### src/rtl/dcache_pkg.sv
// dcache_pkg: shared geometry, tag-word bit positions, controller state
// encoding and the line word-merge helper used by dcache_ctrl.
package dcache_pkg;

  localparam int TAG_W      = 23;
  localparam int IDX_W      = 4;
  localparam int OFF_W      = 5;
  localparam int WORD_W     = 32;
  localparam int LINE_W     = 256;
  localparam int SRAM_TAG_W = 25;
  localparam int VALID_BIT  = 24;
  localparam int DIRTY_BIT  = 23;

  typedef enum logic [2:0] {
    IDLE,
    MISS,
    WRITEBACK,
    READMISS,
    READMISSOK
  } state_t;

  // Replace one 32-bit word of a cache line, leaving the other seven intact.
  function automatic logic [LINE_W-1:0] merge_word(input logic [LINE_W-1:0] line,
                                                   input logic [2:0]        sel,
                                                   input logic [WORD_W-1:0] word);
    logic [LINE_W-1:0] res;
    res = line;
    res[sel*WORD_W +: WORD_W] = word;
    return res;
  endfunction

endpackage

### src/rtl/dcache_ctrl.sv
// dcache_ctrl: write-back, write-allocate data-cache controller.
// The tag/data SRAM lives in the parent; this block only looks it up, merges
// store data into hit lines, and sequences write-back/refill with memory.
// Ports:
//   clk_i, rst_i                        clock, synchronous active-high reset
//   cpu_addr_i/cpu_data_i/cpu_Mem*_i    CPU request (tag [31:9], index [8:5], offset [4:0])
//   cpu_data_o, cpu_stall_o             load data, stall (hold request while high)
//   mem_*_o, mem_data_i, mem_ack_i      registered line-level memory port
//   sram_*_o, sram_*_i                  lookup/write port of the external tag/data SRAM
module dcache_ctrl
  import dcache_pkg::*;
(
  input  logic                  clk_i,
  input  logic                  rst_i,
  input  logic [31:0]           cpu_addr_i,
  input  logic [WORD_W-1:0]     cpu_data_i,
  input  logic                  cpu_MemRead_i,
  input  logic                  cpu_MemWrite_i,
  output logic [WORD_W-1:0]     cpu_data_o,
  output logic                  cpu_stall_o,
  output logic [31:0]           mem_addr_o,
  output logic [LINE_W-1:0]     mem_data_o,
  output logic                  mem_enable_o,
  output logic                  mem_write_o,
  input  logic [LINE_W-1:0]     mem_data_i,
  input  logic                  mem_ack_i,
  output logic [IDX_W-1:0]      sram_addr_o,
  output logic [SRAM_TAG_W-1:0] sram_tag_o,
  output logic [LINE_W-1:0]     sram_data_o,
  output logic                  sram_enable_o,
  output logic                  sram_write_o,
  input  logic [SRAM_TAG_W-1:0] sram_tag_i,
  input  logic [LINE_W-1:0]     sram_data_i,
  input  logic                  sram_hit_i
);

  state_t            state, state_next;
  logic              req;
  logic [TAG_W-1:0]  cpu_tag;
  logic [IDX_W-1:0]  idx;
  logic [2:0]        word_sel;
  logic              victim_dirty;
  logic              mem_enable_next, mem_write_next;
  logic [31:0]       mem_addr_next;
  logic [LINE_W-1:0] mem_data_next;
  logic              unused_byte_offset;

  // Both strobes high is a write: only the write strobe decides the access type.
  assign req          = cpu_MemRead_i | cpu_MemWrite_i;
  assign cpu_tag      = cpu_addr_i[31:9];
  assign idx          = cpu_addr_i[8:5];
  assign word_sel     = cpu_addr_i[4:2];
  assign victim_dirty = sram_tag_i[VALID_BIT] & sram_tag_i[DIRTY_BIT];
  assign unused_byte_offset = ^cpu_addr_i[1:0];

  assign sram_enable_o = req;
  assign sram_addr_o   = idx;
  assign cpu_data_o    = sram_data_i[word_sel*WORD_W +: WORD_W];
  assign cpu_stall_o   = req & (~sram_hit_i | (state != IDLE));

  // NOTE: the SRAM array is outside this block and is deliberately not
  // cleared on reset; only the FSM and the registered memory port are.
  always_ff @(posedge clk_i) begin
    // NOTE: non-blocking assignments here so every register samples the
    // pre-edge values computed by the combinational block.
    if (rst_i) begin
      state        <= IDLE;
      mem_enable_o <= 1'b0;
      mem_write_o  <= 1'b0;
      mem_addr_o   <= '0;
      mem_data_o   <= '0;
    end else begin
      state        <= state_next;
      mem_enable_o <= mem_enable_next;
      mem_write_o  <= mem_write_next;
      mem_addr_o   <= mem_addr_next;
      mem_data_o   <= mem_data_next;
    end
  end

  always_comb begin
    // NOTE: every output gets a default first so no path infers a latch.
    state_next      = state;
    mem_enable_next = mem_enable_o;
    mem_write_next  = mem_write_o;
    mem_addr_next   = mem_addr_o;
    mem_data_next   = mem_data_o;
    sram_write_o    = 1'b0;
    sram_tag_o      = {1'b1, 1'b0, cpu_tag};
    sram_data_o     = merge_word(sram_data_i, word_sel, cpu_data_i);

    unique case (state)
      IDLE: begin
        if (req && !sram_hit_i) begin
          state_next = MISS;
        end else if (req && cpu_MemWrite_i) begin
          sram_write_o          = 1'b1;
          sram_tag_o[DIRTY_BIT] = 1'b1;
        end
      end

      MISS: begin
        mem_enable_next = 1'b1;
        if (victim_dirty) begin
          mem_write_next = 1'b1;
          mem_addr_next  = {sram_tag_i[TAG_W-1:0], idx, {OFF_W{1'b0}}};
          mem_data_next  = sram_data_i;
          state_next     = WRITEBACK;
        end else begin
          mem_write_next = 1'b0;
          mem_addr_next  = {cpu_tag, idx, {OFF_W{1'b0}}};
          state_next     = READMISS;
        end
      end

      WRITEBACK: begin
        // Victim is safely in memory: turn the port straight into the refill read.
        if (mem_ack_i) begin
          mem_write_next = 1'b0;
          mem_addr_next  = {cpu_tag, idx, {OFF_W{1'b0}}};
          state_next     = READMISS;
        end
      end

      READMISS: begin
        if (mem_ack_i) begin
          mem_enable_next = 1'b0;
          sram_write_o    = 1'b1;
          sram_data_o     = mem_data_i;
          state_next      = READMISSOK;
        end
      end

      // One bubble so the SRAM lookup sees the freshly written line.
      READMISSOK: state_next = IDLE;

      default: state_next = IDLE;
    endcase
  end

endmodule

### config.mk
export PLATFORM = sky130hd
export DESIGN_NAME = dcache_ctrl
export DESIGN_NICKNAME = d
export VERILOG_FILES = /design/src/rtl/dcache_pkg.sv /design/src/rtl/dcache_ctrl.sv
export SDC_FILE = /design/constraint.sdc
export NUM_CORES = 1
export LEC_CHECK = 0
export CORE_AREA = 2 2 474 476
export CTS_CLUSTER_DIAMETER = 40
export DETAILED_ROUTE_END_ITERATION = 10
export DIE_AREA = 0 0 476 478
export DONT_BUFFER_PORTS = 1
export MAX_ROUTING_LAYER = met4
export PLACE_DENSITY = 0.3
export REMOVE_ABC_BUFFERS = 1
export SYNTH_ARGS = -nofsm -noshare
export SYNTH_HDL_FRONTEND = slang
export SYNTH_SLANG_ARGS = --single-unit
export TNS_END_PERCENT = 30
### constraint.sdc
create_clock -name clk_i -period 4.69 [get_ports clk_i]
set_clock_uncertainty 0.1 [all_clocks]
set_input_delay 0.938 -clock clk_i [delete_from_list [all_inputs] [get_ports clk_i]]
set_output_delay 0.938 -clock clk_i [all_outputs]
set_load 0.03 [all_outputs]
---- Yosys cells after proc, flatten, opt, wreduce, memory -nomap -nowiden ----
Cells that the tools add are included.
word-level totals
  bits in registers ....................... 293
  latch bits .............................. 0
  logic and storage cells ................. 51
  ROM bits ................................ 0
  memories ................................ 0
  memory bits (writable) .................. 0
cells by class
  bitwise gates (word level) .............. 5
  mux-type cells .......................... 20
  reductions and logical operators ........ 11
  $add $sub $neg .......................... 1
  $lt $le $gt $ge ......................... 0
  shift-type cells ........................ 3
  divide/modulo/power cells ............... 0
  eq/ne operators ......................... 6
  multipliers ............................. 0
operator list
  kind                                                                        count
  256-bit 2-to-1 mux                                                          2
  256-bit bitwise mux                                                         1
  32-bit by 34-bit variable shift with 256-bit output (first input constant)  1
  256-bit by 9-bit indexed part select with 32-bit output                     1
  32-bit by 34-bit indexed part select with 256-bit output                    1
  32-bit 2-to-1 mux                                                           2
  32-bit case mux with 2 select lines                                         1
  8-bit negator with 34-bit output                                            1
  3-bit case mux with 4 select lines                                          1
  3-bit 2-to-1 mux                                                            3
  1-bit 2-to-1 mux                                                            7
  3-bit by 2-bit == test with 1-bit output (second input constant)            2
  2-bit inequality test (second input constant)                               3
  1-bit case mux with 2 select lines                                          3
  2-bit AND reduction                                                         3
  2-bit nonzero test                                                          2
  3-bit by 1-bit == test with 1-bit output (second input constant)            1
  3-bit zero test                                                             1
  3-bit AND reduction                                                         1
  3-bit nonzero test                                                          1
  1-bit AND                                                                   2
  1-bit logical AND                                                           2
  1-bit bitwise OR                                                            2
  1-bit zero test                                                             1
  1-bit inverter                                                              1

---- Longest topological paths before layout ----
Gate-level depths: netlist of the first run.
  depth after elaboration ................. 5
  mapped depth ............................ 10

---- Least setup slack after synthesis of the first run ----
No wires, ideal clock.
  path type ............................... in2out
  start ................................... in cpu_addr_i[4]
  end ..................................... out sram_data_o[141]
  buffers on the path ..................... 3
  arrival ................................. 3807 ps
  path slack .............................. -155 ps
  data required time ...................... 3652 ps
  cell stages on the path ................. 9
  cell sequence ........................... clkbuf_1 > clkinv_1 > clkbuf_1 > ha_1 > or4b_2 > a21oi_1 > buf_2 > mux2i_1 > o21ai_0
on the way
  longest elaborated chain between the ends .. 5
  elaborated cells on any way between the ends .. 6
  those cells by class .................... 1 x add/sub; 2 x shift; 3 x mux
RTL lines
  what                                                                                                                                    RTL line            RTL
  from (decl)                                                                                                                             dcache_ctrl.sv:15   input logic [31:0] cpu_addr_i,
  8-bit negator with 34-bit output (*)                                                                                                    dcache_pkg.sv:28    res[sel*WORD_W +: WORD_W] = word;
  32-bit by 34-bit indexed part select with 256-bit output / 32-bit by 34-bit variable shift with 256-bit output (equally long branches)  dcache_pkg.sv:28
  256-bit bitwise mux (*)                                                                                                                 dcache_pkg.sv:28
  256-bit 2-to-1 mux                                                                                                                      dcache_ctrl.sv:126  if (mem_ack_i) begin
  256-bit 2-to-1 mux (*)                                                                                                                  dcache_ctrl.sv:92   unique case (state)
  to (decl)                                                                                                                               dcache_ctrl.sv:29   output logic [LINE_W-1:0] sram_data_o,
Mark *: on every way between the ends. The rest lies on a longest branch, timed or not.

---- Final worst setup path of the first run ----
  start ................................... in cpu_addr_i[2]
  end ..................................... out sram_data_o[157]
Same word-level chain as after synthesis.

==> results of run 1 <==
[cell type report]
class                      instances  area, um2  area share (%)
antenna                           81        203           0.741
clock buffer                     107       2350            8.60
tap                             2992       3740            13.7
sequential                       288       5770            21.1
multi-input combinational       1738      10300            37.5
timing repair buffer             307       4210            15.4
clock inverter                    56        786            2.87
inverter                           7       31.3           0.114
[layout by cell type (no fill, tap or decap), types with 22 or more instances in the layout]
cell	count
buf_12	152
dfxtp_1	288
a21oi_1	257
a311oi_1	22
a22oi_1	62
nor2_1	162
buf_4	153
diode_2	81
o21ai_0	49
o21ai_1	52
mux2i_1	54
clkbuf_16	87
nand2_1	769
a221o_1	143
mux4_2	64
[power by group]
part           leakage, nW  internal (mW)  switching [mW]
clock                 1.52           4.30            2.18
combinational         5.50          0.919            1.64
sequential            2.33           2.56           0.317
total                 9.35           7.78            4.13
[flip-flops by register name, indices dropped and copies added (netlist names)]
signal / cells
mem_addr_o: 27
mem_data_o: 256
mem_enable_o: 1
mem_write_o: 1
state: 3
[per-layer routing]
layer	wire, um	GRT usage (%)
met1	66600	16.4
met2	87600	25.8
met3	30500	10.4
met4	7990	7.32
met5	0	-
[synth_stat cells (22+ instances only)]
library cell,count
o21ai_0,114
a311oi_1,22
dfxtp_1,288
a221o_1,143
mux2i_1,54
nor2_1,163
buf_4,33
clkbuf_1,191
nand2_1,770
a21oi_1,259
mux4_2,64
a22oi_1,62
[worst max-delay path: cells and delay by family]
kind	cells	cell delay, ps
buffers and inverters	3	650
AND/OR/NAND/NOR	1	620
AO/OA/AOI/OAI	2	540
adder cells (fa/ha/maj)	2	500
multiplexers	1	150
[cells by family after synthesis]
family	count (synthesis)	share of synthesized area, %
compound gates	613	24.0
fa+ha+maj	6	0.445
buf+inv	252	6.47
flops	288	34.2
mux	118	11.7
other cells	2	0.0445
simple gates	995	23.1
[per-stage QoR]
stage	instances	setup TNS, ps	instance area, um2
6_report	5576	0	27400
2_1_floorplan	2033	-3764850	15800
3_5_place_dp	5332	-365	24000
3_3_place_gp	5332	-407	24000
5_1_grt	5560	0	27300
4_1_cts	5495	0	27200
[path summary, 6_finish.rpt]
check	end	startpoint	slack [ps]
setup / recovery	sram_data_o[157]	cpu_addr_i[2]	50
hold / removal	mem_data_o[189]	rst_i	190
setup reg to reg	mem_data_o[245]	state[0]	2040
hold reg to reg	mem_data_o[34]	mem_data_o[34]	500
[what timing repair did]
item                                    4_1_cts  5_1_grt
pin swaps                                     0        1
endpoints found under the setup margin        4        5
gates resized for setup                       5        4
==> flow_summary.ini, run 1 <==
[logic_synthesis]
yosysTopAreaCell = dfxtp_1
yosysSeqAreaShare_pct = 34.2
synth.area.top_cells = dfxtp_1, nand2_1, mux4_2, a221o_1, a21oi_1
yosysWarningCount = 0
synth_top_area_share_pct = 34.2
synth-edff-count = 0
synthFlopType = dfxtp_1
async_flop_share_pct = 0
postSynthAreaPerCell_um2 = 7.42
synthesis.area_um2 = 16900
ys_seq_elements = 288
ys_types = 43
netlist_instances = 2274

[global_route]
grt.total_usage_pct = 16.6
antenna_found_initial = 67
overflow = 0
grt_max_degree = 289
grt_pass1_wl_um = 235000
grt_pass1_vias = 19800

[cells_and_area]
fillers = 25800
nets = 3042
fin_util_pct = 12.3
drive_gt1_share_pct = 22.4
area_growth_pct = 62.1

[clock_network]
path_clk_slew_ps = 50
clk_latency_ps = 720
cts.path.max_buffers = 3
cts_root_buf = clkbuf_16
numClockSinks = 288
h-tree-depth = 3
holdBufCountCts = 0
postCtsSetupBuffers = 0
cts_tree = yes
numCtsBuffers = 87

[die]
fp.coreArea_um2 = 223000
fp.dieW_um = 476
initial_core_util_pct = 7.56
die_h_um = 478
die_area_um2 = 228000
rows = 174
ios = 1217

[sta]
setup_ws_ps = 45.4
setup_viol = 0
final-hold-violation-count = 0
tightest_slew_ps = 1190
drv_slew = 0
rsz0062_at_grt = false
holdWs_ps = 189
min_period_ps = 4640
relSlewSlack_pct = 20.3
finalCritPeriodShare_pct = 99.0
fmax_mhz = 215

[pwr]
power_per_cell_area_nw_per_um2 = 435
peakVddDrop_uv = 249
finalPower_mw = 11.9
power.leakage_nw = 9.35

[placed_design]
dp_slack_ps = -213
port_buffers = 0
hpwl_um = 154000
gp_congestion = 0.926

[hold_path]
hold_depth = 1
hp-class = input pin to flip-flop

[detailed_routing]
drt_iter0_drc = 1947
vias = 20500
drc = 0
totalWireLength_um = 193000
dr.pass1.iters = 6
post_drt_wl_per_cell_um = 34.6
antenna_left = 0
via_per_inst = 3.67

[status]
status = finished, final reports clean

[worst_setup_path]
worstPathArrival_ps = 3610
cpPeakStageDelay_ps = 620
worst_ep_required_time_ps = 3650
r2r_cells = 5
cp_slowest_cell = or4b_2
endpoint_kind = primary output
path_max_fanout = 74
start_kind = input pin
critPathKind = input pin to primary output
crit_chain = inv_2 -> ha_2 -> ha_4 -> or4b_2 -> a21oi_4 -> buf_6 -> mux2i_1 -> o21ai_2 -> buf_4

[job]
maxCapViolations = 0
(Power assumes the default switching activity.)
==> inputs of run 2 (changes only) <==
Settings changed: CAP_MARGIN set to 20.
==> flow_summary.ini, run 2 (synthesized netlist as in run 1, its figures left out) <==
[worst_setup_path]
r2r_start = state[0]
start_kind = input pin
path_max_fanout = 69
critPathKind = input pin to primary output
worst_ep_required_time_ps = 3650
endpoint_kind = primary output
worstPathArrival_ps = 3550
crit_start = cpu_addr_i[3]

[pwr]
power.leakage_nw = 9.26
power_per_cell_area_nw_per_um2 = 426
peakVddDrop_uv = 215
finalPower_mw = 11.6

[placed_design]
dp_cells = 5333
gp_congestion = 0.926
port_buffers = 0
hpwl_um = 154000

[global_route]
grt_max_degree = 289
grt_pass1_wl_um = 234000
met3_usage_pct = 9.95
gr-usage-met2_pct = 25.7
busiest_layer = met2
antenna_found_initial = 63
overflow = 0
met1_usage_pct = 16.4
grt_pass1_vias = 19700
grt.total_usage_pct = 16.5

[cells_and_area]
nets = 3039
mostFrequentLayoutCell = nand2_1
drive_gt1_share_pct = 22.0
fin_util_pct = 12.2
area_growth_pct = 61.0
top_register = mem_data_o
largest_reg_flops = 256
reg_top3 = mem_data_o (256), mem_addr_o (27), state (3)
final_cell_mix = nand2_1, dfxtp_1, a21oi_1, nor2_1, buf_4
instances_no_fill = 5564

[sta]
setup-tns-final_ps = 0
drv_slew = 55
rsz0062_at_grt = false
min_period_ps = 4590
finalCritPeriodShare_pct = 97.9
tightest_slew_ps = 1580
relSlewSlack_pct = -5.26
setup_viol = 0
fmax_mhz = 218
final-hold-violation-count = 0

[clock_network]
numClockSinks = 288
numCtsBuffers = 83
clk_latency_ps = 700
cts.path.max_buffers = 3
h-tree-depth = 3
cts_tree = yes
path_clk_slew_ps = 40
cts_root_buf = clkbuf_16
postCtsSetupBuffers = 0

[die]
ios = 1217
initial_core_util_pct = 7.56
rows = 174
die_area_um2 = 228000
die_h_um = 478
fp.dieW_um = 476
fp.coreArea_um2 = 223000

[status]
violations = slew limit
status = complete, but fails checks

[detailed_routing]
dr.pass1.iters = 6
antenna_left = 0
totalWireLength_um = 192000
via_per_inst = 3.64
drc = 0
vias = 20300
drt_iter0_drc = 1890
post_drt_wl_per_cell_um = 34.5

[hold_path]
hold_start = rst_i
hp-class = input pin to flip-flop

[job]
maxCapViolations = 0
## run 2: changes by cell type in the layout (fill, tap and decap cells not counted), sizes merged
cell      delta
inv          -3
buf          +1
clkinvlp     +1
diode        -5
clkbuf       +2
clkinv       -7
bufinv       -1
## run 2: critical path, stage by stage
cell	delay [ps]
inv_1	110
ha_2	220
ha_4	270
or4b_2	620
a21oi_4	190
buf_12	140
buf_12	160
mux2i_1	120
o21ai_2	280
buf_6	150
buf_4	160
## run 2: stage by stage
stage / instance area, um2 / hold slack, ps / setup slack, ps
after global placement: 24000 / 493 / -227
after CTS: 27000 / 114 / -4.61
after detailed placement: 24000 / 491 / -243
after floorplan: 15800 / 450 / -9430
final: 27200 / 227 / 100
after global routing: 27200 / 160 / 28.0
## run 2: metal layers
metal | share of wire [%] | vias to the layer above | wire (um)
li1 | - | 8433 | -
met4 | 5.0 | 0 | 9580
met3 | 16 | 309 | 30200
met2 | 45 | 1556 | 85800
met5 | 0 | - | 0
met1 | 35 | 9977 | 66300
## run 2: final timing paths
| path | slack (ps) | endpoint | cells past startpoint |
|---|---|---|---|
| min reg2reg | 500 | mem_data_o[191] | 2 |
| max | 100 | sram_data_o[149] | 11 |
| min | 230 | mem_data_o[189] | 1 |
| max reg2reg | 1980 | mem_data_o[245] | 5 |
## run 2: cell type report
cell class / instances / area (um2)
diodes: 76 / 190
clock buffers: 109 / 2300
clock inverters: 46 / 662
fillers: 25800 / 196000
inverters: 7 / 31.3
multi-input cells: 1738 / 10300
flip-flops and latches: 288 / 5770
well taps: 2992 / 3740
repair buffers: 308 / 4230
## run 2: timing repair
action	4_1_cts	5_1_grt
hold buffers	0	0
gates resized for setup	4	4
endpoints found under the setup margin	4	5
pin swaps	0	1
## run 2: power breakdown
| part | switching [mW] | total, mW | internal (mW) |
|---|---|---|---|
| sequential | 0.317 | 2.88 | 2.56 |
| combinational | 1.64 | 2.56 | 0.921 |
| clock | 2.05 | 6.16 | 4.11 |
==> inputs of run 3 (changes only) <==
Settings changed: GPL_TIMING_DRIVEN set to 0, REMOVE_ABC_BUFFERS 1 to not set.
==> flow_summary.ini, run 3 (synthesized netlist as in run 1, its figures left out) <==
[sta]
finalCritPeriodShare_pct = 97.6
final-hold-violation-count = 0
setup-tns-final_ps = 0
drv_slew = 0
relSlewSlack_pct = 14.9
tightest_slew_ps = 1280
fmax_mhz = 219
min_period_ps = 4580
rsz0062_at_grt = false
setup_viol = 0

[cells_and_area]
fin_area_um2 = 27100
nets = 3094
mostFrequentLayoutCell = nand2_1
top_register = mem_data_o
final_cell_mix = nand2_1, dfxtp_1, a21oi_1, nor2_1, clkbuf_1
drive_gt1_share_pct = 24.6
area_growth_pct = 60.6
largest_reg_flops = 256
reg_top3 = mem_data_o (256), mem_addr_o (27), state (3)
fillers = 25800

[worst_setup_path]
rrSetupSlack_ps = 1400
worstPathArrival_ps = 3540
r2r_cells = 8
start_kind = input pin
worst_ep_required_time_ps = 3650
critPathKind = input pin to primary output
reg2reg_to = mem_data_o[104]
r2r_start = state[1]
path_max_fanout = 11
endpoint_kind = primary output

[die]
rows = 174
initial_core_util_pct = 7.56
fp.dieW_um = 476
die_area_um2 = 228000
ios = 1217
die_h_um = 478
fp.coreArea_um2 = 223000

[clock_network]
cts_tree = yes
cts_root_buf = clkbuf_16
numCtsBuffers = 100
path_clk_slew_ps = 50
h-tree-depth = 3
cts.path.max_buffers = 3
numClockSinks = 288
clk_latency_ps = 760

[detailed_routing]
antenna_left = 0
post_drt_wl_per_cell_um = 45.4
drt_iter0_drc = 1912
via_per_inst = 3.80
dr.pass1.iters = 6
drc = 0
vias = 21800
totalWireLength_um = 260000

[global_route]
grt_pass1_wl_um = 307000
grt_max_degree = 17
grt.total_usage_pct = 22.6
antenna_found_initial = 128
grt_pass1_vias = 20900
overflow = 0

[hold_path]
hold_start = sram_data_i[178]
hold_depth = 2
holdPathEnd = mem_data_o[178]
hp-class = input pin to flip-flop

[pwr]
finalPower_mw = 12.9
power.leakage_nw = 9.07
peakVddDrop_uv = 304
power_per_cell_area_nw_per_um2 = 477

[status]
status = finished, final reports clean

[job]
maxCapViolations = 0

[placed_design]
gp_congestion = 0.952
hpwl_um = 226000
placed_cell_area_um2 = 21800
port_buffers = 0
## run 3: cell count changes in the layout (fill, tap and decap cells not counted), moves of 34 or more
cell	before	now
buf_12	152	6
clkbuf_1	15	129
diode_2	76	179
a221o_1	143	50
buf_4	153	60
a221o_2	0	83
clkbuf_2	0	48
buf_6	2	41
o21ai_0	49	15
## run 3: area by class of cell
class	instances	area, um2	share of cell area [%]
multi-input cells	1738	10700	39.5
flip-flops and latches	288	5770	21.3
well taps	2992	3740	13.8
clock buffers	134	2820	10.4
plain buffers	245	1370	5.06
repair buffers	101	1310	4.83
clock inverters	51	896	3.30
diodes	179	448	1.65
inverters	7	43.8	0.162
## run 3: through the flow
stage	std cells	util, %	worst slack [ps]	hold WS, ps
global placement	5270	9.25	-4800	496
floorplan	2278	-	-141	452
finish	5735	12.1	114	207
detailed placement	5354	9.79	-3390	498
global route	5709	12.1	1.19	154
CTS	5548	11.9	-134	118
## run 3: critical path: stages
cell and delay (ps):
clkbuf_2 660, buf_1 770, mux4_2 410, nand2_1 320, nand2_1 390
## run 3: worst max path at each step
stage,slack [ps],start,depth (start not counted),to
floorplan,-140,cpu_addr_i[4],9,sram_data_o[134]
detailed placement,-3390,cpu_addr_i[4],10,sram_data_o[243]
global route,1,state[2],9,sram_data_o[109]
CTS,-130,cpu_addr_i[4],9,sram_data_o[159]
finish,110,cpu_addr_i[3],5,cpu_data_o[11]
global placement,-4800,cpu_addr_i[4],9,sram_data_o[223]
## run 3: power by group
group,switching (mW),internal (mW)
Clock,2.29,5.22
Sequential,0.310,2.56
Combinational,1.93,0.615
## run 3: routing by layer
metal  track usage (%)  share of wire [%]
met5                 -                  0
met1              23.0                 36
met2              36.1                 46
met3              12.0                 14
met4              9.69                4.6
## run 3: what timing repair did
item                                    CTS  global route
hold buffers                              0             0
pin swaps                                 7             2
endpoints found under the setup margin  271            59
buffers inserted                          9             4
gates resized for setup                 324            20
hold endpoints to repair                  0             0
